<file path="src/rtl/multi_clock_div.sv">
// multi_clock_div: NUM_CH independent integer clock dividers running from pll_clk.
// Each channel runs its own IDLE/RUN/STOPPING controller and a period counter.
// Divide ratios are double-buffered so a new ratio only applies on a period boundary.
// Each channel also has a staged, active-low reset output that releases after
// RST_STAGES completed output periods.
module multi_clock_div #(
    parameter int NUM_CH     = 2,
    parameter int DIV_W      = 3,
    parameter int DIV_RESET  = 2,
    parameter int RST_STAGES = 3
) (
    input  logic                    pll_clk,
    input  logic                    resetb,
    input  logic                    ext_reset,
    input  logic [NUM_CH-1:0]       ch_en,
    input  logic [NUM_CH*DIV_W-1:0] div_sel,
    input  logic [NUM_CH-1:0]       div_load,
    output logic [NUM_CH-1:0]       clk_out,
    output logic [NUM_CH-1:0]       div_done,
    output logic [NUM_CH-1:0]       resetb_sync
);

    // The counter carries one extra bit so that a ratio of 0 or 1 can be
    // promoted to 2 even when DIV_W is 1.
    localparam int CW = DIV_W + 1;

    localparam logic [DIV_W-1:0] RATIO_INIT = DIV_W'(DIV_RESET);
    localparam logic [3:0]       RST_MAX    = 4'(RST_STAGES);

    typedef enum logic [1:0] {
        IDLE     = 2'd0,
        RUN      = 2'd1,
        STOPPING = 2'd2
    } state_t;

    // Effective divisor: ratios below 2 behave as 2.
    function automatic logic [CW-1:0] eff_div(input logic [DIV_W-1:0] r);
        logic [CW-1:0] rr;
        rr = {1'b0, r};
        return (rr < CW'(2)) ? CW'(2) : rr;
    endfunction

    for (genvar k = 0; k < NUM_CH; k++) begin : g_ch
        state_t           state;
        state_t           state_nxt;
        logic [CW-1:0]    cnt;
        logic [CW-1:0]    cnt_nxt;
        logic [CW-1:0]    d_cur;
        logic [DIV_W-1:0] ratio;
        logic [DIV_W-1:0] ratio_nxt;
        logic [DIV_W-1:0] pend;
        logic [DIV_W-1:0] pend_nxt;
        logic [DIV_W-1:0] sel;
        logic             pend_vld;
        logic             pend_vld_nxt;
        logic             idle_ld;
        logic             idle_ld_nxt;
        logic             clk_q;
        logic             clk_nxt;
        logic             done_q;
        logic             done_nxt;
        logic [3:0]       rst_cnt;
        logic [3:0]       rst_cnt_nxt;
        logic             at_end;
        logic             wrap;

        assign sel    = div_sel[k*DIV_W +: DIV_W];
        assign d_cur  = eff_div(ratio);
        assign at_end = (cnt == (d_cur - 1'b1));
        // A wrap is the edge leaving cnt=D-1 while the channel is counting,
        // including the final edge of STOPPING that drops into IDLE.
        assign wrap   = (state != IDLE) && at_end;

        // Controller state register
        always_ff @(posedge pll_clk or negedge resetb) begin
            if (!resetb) begin
                state <= IDLE;
            end else begin
                state <= state_nxt;
            end
        end

        // Controller next-state: enable starts immediately, disable waits for period end
        always_comb begin
            state_nxt = state;
            case (state)
                IDLE: begin
                    if (ch_en[k]) state_nxt = RUN;
                end
                RUN: begin
                    if (!ch_en[k]) state_nxt = STOPPING;
                end
                STOPPING: begin
                    if (ch_en[k])    state_nxt = RUN;
                    else if (at_end) state_nxt = IDLE;
                end
                default: state_nxt = IDLE;
            endcase
        end

        // Next counter, ratio bookkeeping and registered output values
        always_comb begin
            cnt_nxt      = cnt;
            ratio_nxt    = ratio;
            pend_nxt     = pend;
            pend_vld_nxt = pend_vld;
            idle_ld_nxt  = 1'b0;
            rst_cnt_nxt  = rst_cnt;
            // A ratio loaded while idle reports completion one cycle after it lands.
            done_nxt     = idle_ld;

            if (state == IDLE) begin
                cnt_nxt = '0;
                if (div_load[k]) begin
                    ratio_nxt    = sel;
                    pend_vld_nxt = 1'b0;
                    idle_ld_nxt  = 1'b1;
                end
            end else if (wrap) begin
                cnt_nxt = '0;
                if (rst_cnt != RST_MAX) rst_cnt_nxt = rst_cnt + 4'd1;
                // A load arriving on the wrap cycle itself wins over an older pending value.
                if (div_load[k]) begin
                    ratio_nxt    = sel;
                    pend_vld_nxt = 1'b0;
                    done_nxt     = 1'b1;
                end else if (pend_vld) begin
                    ratio_nxt    = pend;
                    pend_vld_nxt = 1'b0;
                    done_nxt     = 1'b1;
                end
            end else begin
                cnt_nxt = cnt + 1'b1;
                if (div_load[k]) begin
                    pend_nxt     = sel;
                    pend_vld_nxt = 1'b1;
                end
            end

            // High for the first floor(D/2) counts of each period, low when idle.
            clk_nxt = (state_nxt != IDLE) && (cnt_nxt < (eff_div(ratio_nxt) >> 1));
        end

        // Channel datapath registers, all cleared asynchronously by resetb
        always_ff @(posedge pll_clk or negedge resetb) begin
            if (!resetb) begin
                cnt      <= '0;
                ratio    <= RATIO_INIT;
                pend     <= '0;
                pend_vld <= 1'b0;
                idle_ld  <= 1'b0;
                clk_q    <= 1'b0;
                done_q   <= 1'b0;
                rst_cnt  <= '0;
            end else begin
                cnt      <= cnt_nxt;
                ratio    <= ratio_nxt;
                pend     <= pend_nxt;
                pend_vld <= pend_vld_nxt;
                idle_ld  <= idle_ld_nxt;
                clk_q    <= clk_nxt;
                done_q   <= done_nxt;
                rst_cnt  <= rst_cnt_nxt;
            end
        end

        assign clk_out[k]     = clk_q;
        assign div_done[k]    = done_q;
        // ext_reset overrides the staged release without disturbing the period count.
        assign resetb_sync[k] = (rst_cnt == RST_MAX) && !ext_reset;
    end

endmodule

</file>
<file path="config.mk">
export PLATFORM = sky130hd
export DESIGN_NAME = multi_clock_div
export DESIGN_NICKNAME = d
export VERILOG_FILES = /design/src/rtl/multi_clock_div.sv
export SDC_FILE = /design/constraint.sdc
export NUM_CORES = 1
export LEC_CHECK = 0
export ABC_AREA = 0
export BUFFER_PORTS_ARGS = -buffer_cell sky130_fd_sc_hd__buf_4
export CAP_MARGIN = 0
export CORE_MARGIN = 1.5
export CORE_UTILIZATION = 53
export CTS_CLUSTER_DIAMETER = 80
export DETAILED_ROUTE_END_ITERATION = 8
export GPL_TIMING_DRIVEN = 0
export PLACE_DENSITY_LB_ADDON = 0.15
export SYNTH_ARGS = -nofsm -noshare
export SYNTH_HDL_FRONTEND = slang
export SYNTH_SLANG_ARGS = --single-unit
</file>
<file path="constraint.sdc">
create_clock -name pll_clk -period 2.4 [get_ports pll_clk]
set_clock_uncertainty 0.1 [all_clocks]
set_input_delay 0.36 -clock pll_clk [delete_from_list [all_inputs] [get_ports pll_clk]]
set_output_delay 0.36 -clock pll_clk [all_outputs]
set_load 0.03 [all_outputs]
</file>
==> impl_metrics.env, run 1 <==
export IMPL_stdcell_area_mm2=0.00274
export IMPL_drv_slew=0
export IMPL_routed_wl_um=4750
export IMPL_tightest_slew_ps=502
export IMPL_clk_latency_ps=290
export IMPL_fmax_mhz=401
export IMPL_antenna_found_initial=0
export IMPL_grt_pass1_vias=1653
export IMPL_hold_path_class="primary input to flop"
export IMPL_core_area_mm2=0.00397
export IMPL_antenna_cells=0
export IMPL_nNetsFinal=266
export IMPL_start_util=0.546
export IMPL_synth_edff_count=0
export IMPL_setup_viol=2
export IMPL_p_leak_uw=0.00122
export IMPL_postPlaceCellArea_mm2=0.00235
export IMPL_cap_viol_max_count=0
export IMPL_cp_arrival_ps=2580
export IMPL_ctsLongestPathBuffers=2
export IMPL_syn_to_final_growth_pct=26.4
export IMPL_wl_per_cell_um=16.0
export IMPL_routed_via_density=5.80
export IMPL_ys_seq_elements=40
export IMPL_cts_tree="done"
export IMPL_clock_sinks=40
export IMPL_ys_types=46
export IMPL_first_iter_violations=97
export IMPL_hold_viol=0
export IMPL_num_io_pins=19
export IMPL_syn_cell_area_mm2=0.00217
export IMPL_crit_path_start_kind="flop"
export IMPL_cp_end_kind="flop"
export IMPL_route_detailed_drc=0
export IMPL_syn_nets=228
export IMPL_worstPathRequired_ps=2490
export IMPL_fin_crit_ps=2490
export IMPL_place_gp_congestion=0.893
export IMPL_drtPass1Iterations=4
export IMPL_h_tree_depth=2
export IMPL_yosys_warnings=0
export IMPL_grt_max_degree=41
export IMPL_num_rows=23
export IMPL_die_area_mm2=0.00448
export IMPL_grt_use_total=0.221
export IMPL_rsz0062_at_grt="true"
export IMPL_grt_pass1_wl_um=7360
export IMPL_drtAntennaViolNets=0
export IMPL_root_buffer="clkbuf_8"
export IMPL_post_route_util=0.690
export IMPL_power_density_mw_per_mm2=1420
export IMPL_die_y_um=66.9
export IMPL_violations="setup timing"
export IMPL_place_inst=273
export IMPL_post_route_period_util=1.04
export IMPL_numCtsBuffers=5
export IMPL_dp_hpwl_um=3070
export IMPL_ir_drop_uv=696
export IMPL_cp_max_fo=4
export IMPL_holdWs_ps=132
export IMPL_synth_sequential_area_ratio=0.463
export IMPL_path_class="flop to flop"
export IMPL_grt_ovfl_total=0
export IMPL_async_flop_share=1.00
export IMPL_clk_pin_slew_ps=80
export IMPL_synth_top_flop_cell="dfrtp_1"
export IMPL_fin_ws_ps=-94.2
export IMPL_relSlewSlack=0.665
export IMPL_synthCells=207
export IMPL_avgSynthCellArea_um2=10.5
export IMPL_p_total_uw=3900
export IMPL_die_x_um=66.9
export IMPL_status="complete, but fails checks"
export IMPL_drive_gt1_frac=0.386
export IMPL_layout_cells_non_filler=296
export IMPL_via_count=1718
export IMPL_port_buffers=16
-- synthesized netlist by cell type, types with 2 or more instances --
cell type,n,area (µm²)
nor3_1,5,25.0
a311oi_1,2,17.5
buf_4,4,30.0
or2_2,4,25.0
a21boi_0,2,15.0
nand4_1,2,12.5
inv_1,4,15.0
nor2b_1,7,43.8
clkbuf_1,3,11.3
nor2_1,26,97.6
ha_1,8,100
xnor2_1,9,78.8
and2_1,4,25.0
mux2i_1,6,60.1
nand3b_1,2,15.0
a21oi_1,9,45.0
o21a_1,2,15.0
nand2_1,15,56.3
mux2_2,11,124
o21bai_1,3,22.5
dfrtp_1,38,951
nand3_1,4,20.0
a211oi_1,3,22.5
xor2_1,6,52.6
a31oi_1,2,12.5
dfstp_2,2,52.6
o21ai_0,5,25.0
-- layout make-up --
type / instances / area (µm²)
clock inverters: 3 / 42.5
plain buffers: 7 / 41.3
flip-flops and latches: 40 / 1010
clock buffers: 5 / 68.8
multi-input cells: 156 / 1260
well taps: 50 / 62.6
fillers: 288 / 1230
repair buffers: 31 / 239
inverters: 4 / 15.0
-- what timing repair did --
item / CTS / global route
hold buffers: 1 / 0
pin swaps: 13 / 14
setup endpoints to repair: 8 / 8
gates resized for setup: 25 / 15
cloned: 0 / 0
hold endpoints to repair: 38 / 0
buffers inserted: 8 / 6
-- worst paths after layout --
check                                      startpoint                    endpoint  slack (ps)  depth (start not counted)
hold / removal                               ch_en[0]  g_ch[0].state[1]$_DFF_PN0_         130                          2
min in group asynchronous                      resetb  g_ch[1].state[1]$_DFF_PN0_         460                          2
max in group asynchronous                      resetb  g_ch[0].ratio[2]$_DFF_PN0_        1360                          2
setup reg to reg           g_ch[1].ratio[1]$_DFF_PN1_     g_ch[1].clk_q$_DFF_PN0_         -90                         10
setup / recovery           g_ch[1].ratio[1]$_DFF_PN1_     g_ch[1].clk_q$_DFF_PN0_         -90                         10
hold reg to reg             g_ch[0].idle_ld$_DFF_PN0_    g_ch[0].done_q$_DFF_PN0_         360                          1
-- logic make-up (layout without fill, tap and decap cells) --
group                    Yosys count  count (layout)  synth area share
AND/OR/NAND/NOR                   77              77             0.181
flip-flops                        40              40             0.463
AO/OA/AOI/OAI                     38              38             0.128
multiplexers                      17              17            0.0849
XOR/XNOR                          16              16            0.0716
buffers and inverters             11              50            0.0260
adder cells (fa/ha/maj)            8               8            0.0462
-- flip-flops by register name, summed over array words and instances (netlist names), named ones only --
register and count:
g_ch.cnt 8, g_ch.rst_cnt 8, g_ch.pend 6, g_ch.ratio 4, g_ch.state 4, g_ch.clk_q 2
g_ch.done_q 2, g_ch.idle_ld 2, g_ch.pend_vld 2
-- worst max-delay path, cell delays in order (launching register included) --
cell,delay [ps]
dfstp_2,610
o21ai_4,90
ha_4,160
xor3_1,230
nor3_4,270
nand3_2,150
a32o_2,340
inv_2,70
ha_4,130
nand2_2,40
o211a_1,200
-- where the power goes --
group	internal, µW	switching [µW]	leakage (µW)
clock	308	240	0.0000541
sequential	936	277	0.000494
combinational	1100	1040	0.000673
total	2350	1560	0.00122
-- metrics by stage --
step / worst slack (ps) / TNS [ps]
4_1_cts: -60.1 / -115
5_1_grt: -195 / -719
3_5_place_dp: -337 / -667
2_1_floorplan: -26.8 / -26.8
3_3_place_gp: -263 / -466
6_report: -94.2 / -149
-- routing by layer --
layer  wire length [µm]  track usage
met1               1960        0.250
met2               2490        0.403
met3                191       0.0473
met4                114       0.0893
met5                  0            0
-- layout by cell type (no fill, tap or decap), types with 3 or more instances in the layout --
master	netlist	routed
dfrtp_1	38	36
buf_4	4	33
nor2_1	26	20
nand2_1	15	14
mux2_2	11	10
xnor2_1	9	8
mux2i_1	6	6
a21oi_1	9	6
xor2_1	6	5
nor2_2	0	5
nor3_1	5	5
nor2b_1	7	5
ha_1	8	5
clkbuf_8	0	5
and2_1	4	4
or2_2	4	4
clkbuf_1	3	3
nand3_1	4	3
inv_1	4	3
o21bai_1	3	3
(Power assumes the default switching activity.)
==> run 2: changes to the inputs <==
--- a/config.mk
+++ b/config.mk
@@ -5,7 +5,6 @@
 export SDC_FILE = /design/constraint.sdc
 export NUM_CORES = 1
 export LEC_CHECK = 0
-export ABC_AREA = 0
 export BUFFER_PORTS_ARGS = -buffer_cell sky130_fd_sc_hd__buf_4
 export CAP_MARGIN = 0
 export CORE_MARGIN = 1.5
@@ -14,6 +13,7 @@
 export DETAILED_ROUTE_END_ITERATION = 8
 export GPL_TIMING_DRIVEN = 0
 export PLACE_DENSITY_LB_ADDON = 0.15
+export SKIP_LAST_GASP = 1
 export SYNTH_ARGS = -nofsm -noshare
 export SYNTH_HDL_FRONTEND = slang
 export SYNTH_SLANG_ARGS = --single-unit
==> run 2 against run 1 <==
  * The flow still finishes with violations (setup timing)
  * Core utilization unchanged
  * Register-to-register slack about the same
  * First-iteration DRC count up 5.2%
  * Setup slack about the same
  * Fmax about the same
  * Hold slack about the same
  * Critical endpoint unchanged
==> impl_metrics.env, run 2 (same netlist as run 1, synthesis figures left out) <==
export IMPL_status="complete, but fails checks"
export IMPL_violations="setup timing"
export IMPL_antenna_found_initial=0
export IMPL_cap_viol_max_count=0
export IMPL_ctsLongestPathBuffers=2
export IMPL_hold_path_class="primary input to flop"
export IMPL_die_area_mm2=0.00448
export IMPL_holdWs_ps=132
export IMPL_path_class="flop to flop"
export IMPL_cp_arrival_ps=2580
export IMPL_reg2regPathDepth=10
export IMPL_routed_via_density=5.79
export IMPL_whs_path_depth=2
export IMPL_holdCritStartpoint="ch_en[0]"
export IMPL_die_y_um=66.9
export IMPL_post_route_period_util=1.04
export IMPL_cp_max_fo=4
export IMPL_drtAntennaViolNets=0
export IMPL_cts_tree="done"
export IMPL_syn_to_final_growth_pct=26.4
export IMPL_reg_largest_list="g_ch.cnt (8), g_ch.rst_cnt (8), g_ch.pend (6)"
export IMPL_final_cell_mix="dfrtp_1, buf_4, nor2_1, nand2_1, mux2_2"
export IMPL_setup_tns_final_ps=-148
export IMPL_grt_max_degree=41
export IMPL_first_iter_violations=102
export IMPL_wl_per_cell_um=16.0
export IMPL_clk_latency_ps=290
export IMPL_tightest_slew_ps=503
export IMPL_grt_pass1_vias=1653
export IMPL_cp_end_kind="flop"
export IMPL_root_buffer="clkbuf_8"
export IMPL_clock_sinks=40
export IMPL_worst_r2r_startpoint="g_ch[1].ratio[1]$_DFF_PN1_"
export IMPL_rsz0062_at_grt="true"
export IMPL_hold_viol=0
export IMPL_setup_viol=2
export IMPL_route_detailed_drc=0
export IMPL_r2r_slack_ps=-90
export IMPL_grt_ovfl_total=0
export IMPL_hold_path_end="g_ch[0].state[1]$_DFF_PN0_"
export IMPL_fin_ws_ps=-93.9
export IMPL_ir_drop_uv=696
export IMPL_place_inst=273
export IMPL_num_rows=23
export IMPL_die_x_um=66.9
export IMPL_nNetsFinal=266
export IMPL_layout_cells_non_filler=296
export IMPL_clk_pin_slew_ps=80
export IMPL_fin_crit_ps=2490
export IMPL_numCtsBuffers=5
export IMPL_port_buffers=16
export IMPL_grt_pass1_wl_um=7360
export IMPL_fmax_mhz=401
export IMPL_regToRegEndpoint="g_ch[1].clk_q$_DFF_PN0_"
export IMPL_routed_wl_um=4750
export IMPL_drtPass1Iterations=4
export IMPL_dp_hpwl_um=3070
export IMPL_h_tree_depth=2
export IMPL_drive_gt1_frac=0.386
export IMPL_start_util=0.546
export IMPL_num_io_pins=19
export IMPL_worstPathRequired_ps=2490
export IMPL_via_count=1715
export IMPL_place_gp_congestion=0.893
export IMPL_antenna_cells=0
export IMPL_drv_slew=0
export IMPL_core_area_mm2=0.00397
export IMPL_crit_path_start_kind="flop"
export IMPL_power_density_mw_per_mm2=1420
export IMPL_p_leak_uw=0.00122
export IMPL_grt_use_total=0.221
export IMPL_final_common_cell="dfrtp_1"
export IMPL_relSlewSlack=0.665
export IMPL_place_ws_ps=-337
export IMPL_post_route_util=0.690
run 2: cell counts in the layout (fill, tap and decap cells not counted):
No cell type changed its count.
run 2: per-stage QoR:
stage          total power [µW]  area [µm²]
2_1_floorplan              2380        2170
5_1_grt                    4150        2740
3_3_place_gp               2670        2350
6_report                   3900        2740
3_5_place_dp               2760        2350
4_1_cts                    3660        2630
run 2: repair_timing:
item	in CTS	in global routing
gates resized for setup	25	15
hold buffers	1	0
hold endpoints to repair	38	0
buffers inserted	8	6
endpoints found under the setup margin	8	8
pin swaps	13	14
run 2: layout make-up:
| class | count | area, µm² |
|---|---|---|
| well taps | 50 | 62.6 |
| fillers | 288 | 1230 |
| plain buffers | 7 | 41.3 |
| inverters | 4 | 15.0 |
| repair buffers | 31 | 239 |
| clock inverters | 3 | 42.5 |
| clock buffers | 5 | 68.8 |
| multi-input cells | 156 | 1260 |
| flip-flops and latches | 40 | 1010 |
run 2: how the worst max path moves through the flow:
stage | slack (ps) | endpoint | cells after the start | start
after CTS | -60 | g_ch[1].clk_q$_DFF_PN0_ | 10 | g_ch[1].ratio[1]$_DFF_PN1_
final | -90 | g_ch[1].clk_q$_DFF_PN0_ | 10 | g_ch[1].ratio[1]$_DFF_PN1_
after global placement | -260 | g_ch[0].clk_q$_DFF_PN0_ | 11 | g_ch[0].ratio[1]$_DFF_PN1_
after global routing | -200 | g_ch[0].clk_q$_DFF_PN0_ | 11 | g_ch[0].ratio[1]$_DFF_PN1_
after floorplan | -30 | g_ch[0].clk_q$_DFF_PN0_ | 11 | g_ch[0].ratio[1]$_DFF_PN1_
after detailed placement | -340 | g_ch[0].clk_q$_DFF_PN0_ | 11 | g_ch[0].ratio[1]$_DFF_PN1_
run 2: power by group:
group / switching (µW) / internal, µW
clock: 240 / 308
sequential: 277 / 936
combinational: 1040 / 1100
total: 1560 / 2350
run 2: per-layer routing:
metal	global-route usage	vias to the layer above	wire [µm]
met4	0.0893	0	114
li1	-	800	-
met3	0.0473	13	187
met5	0	-	0
met1	0.250	861	1960
met2	0.403	41	2490
run 2: critical path, cell delays in order, from the launching register on:
cell	delay (ps)
dfstp_2	610
o21ai_4	90
ha_4	160
xor3_1	230
nor3_4	270
nand3_2	150
a32o_2	340
inv_2	70
ha_4	130
nand2_2	40
o211a_1	200
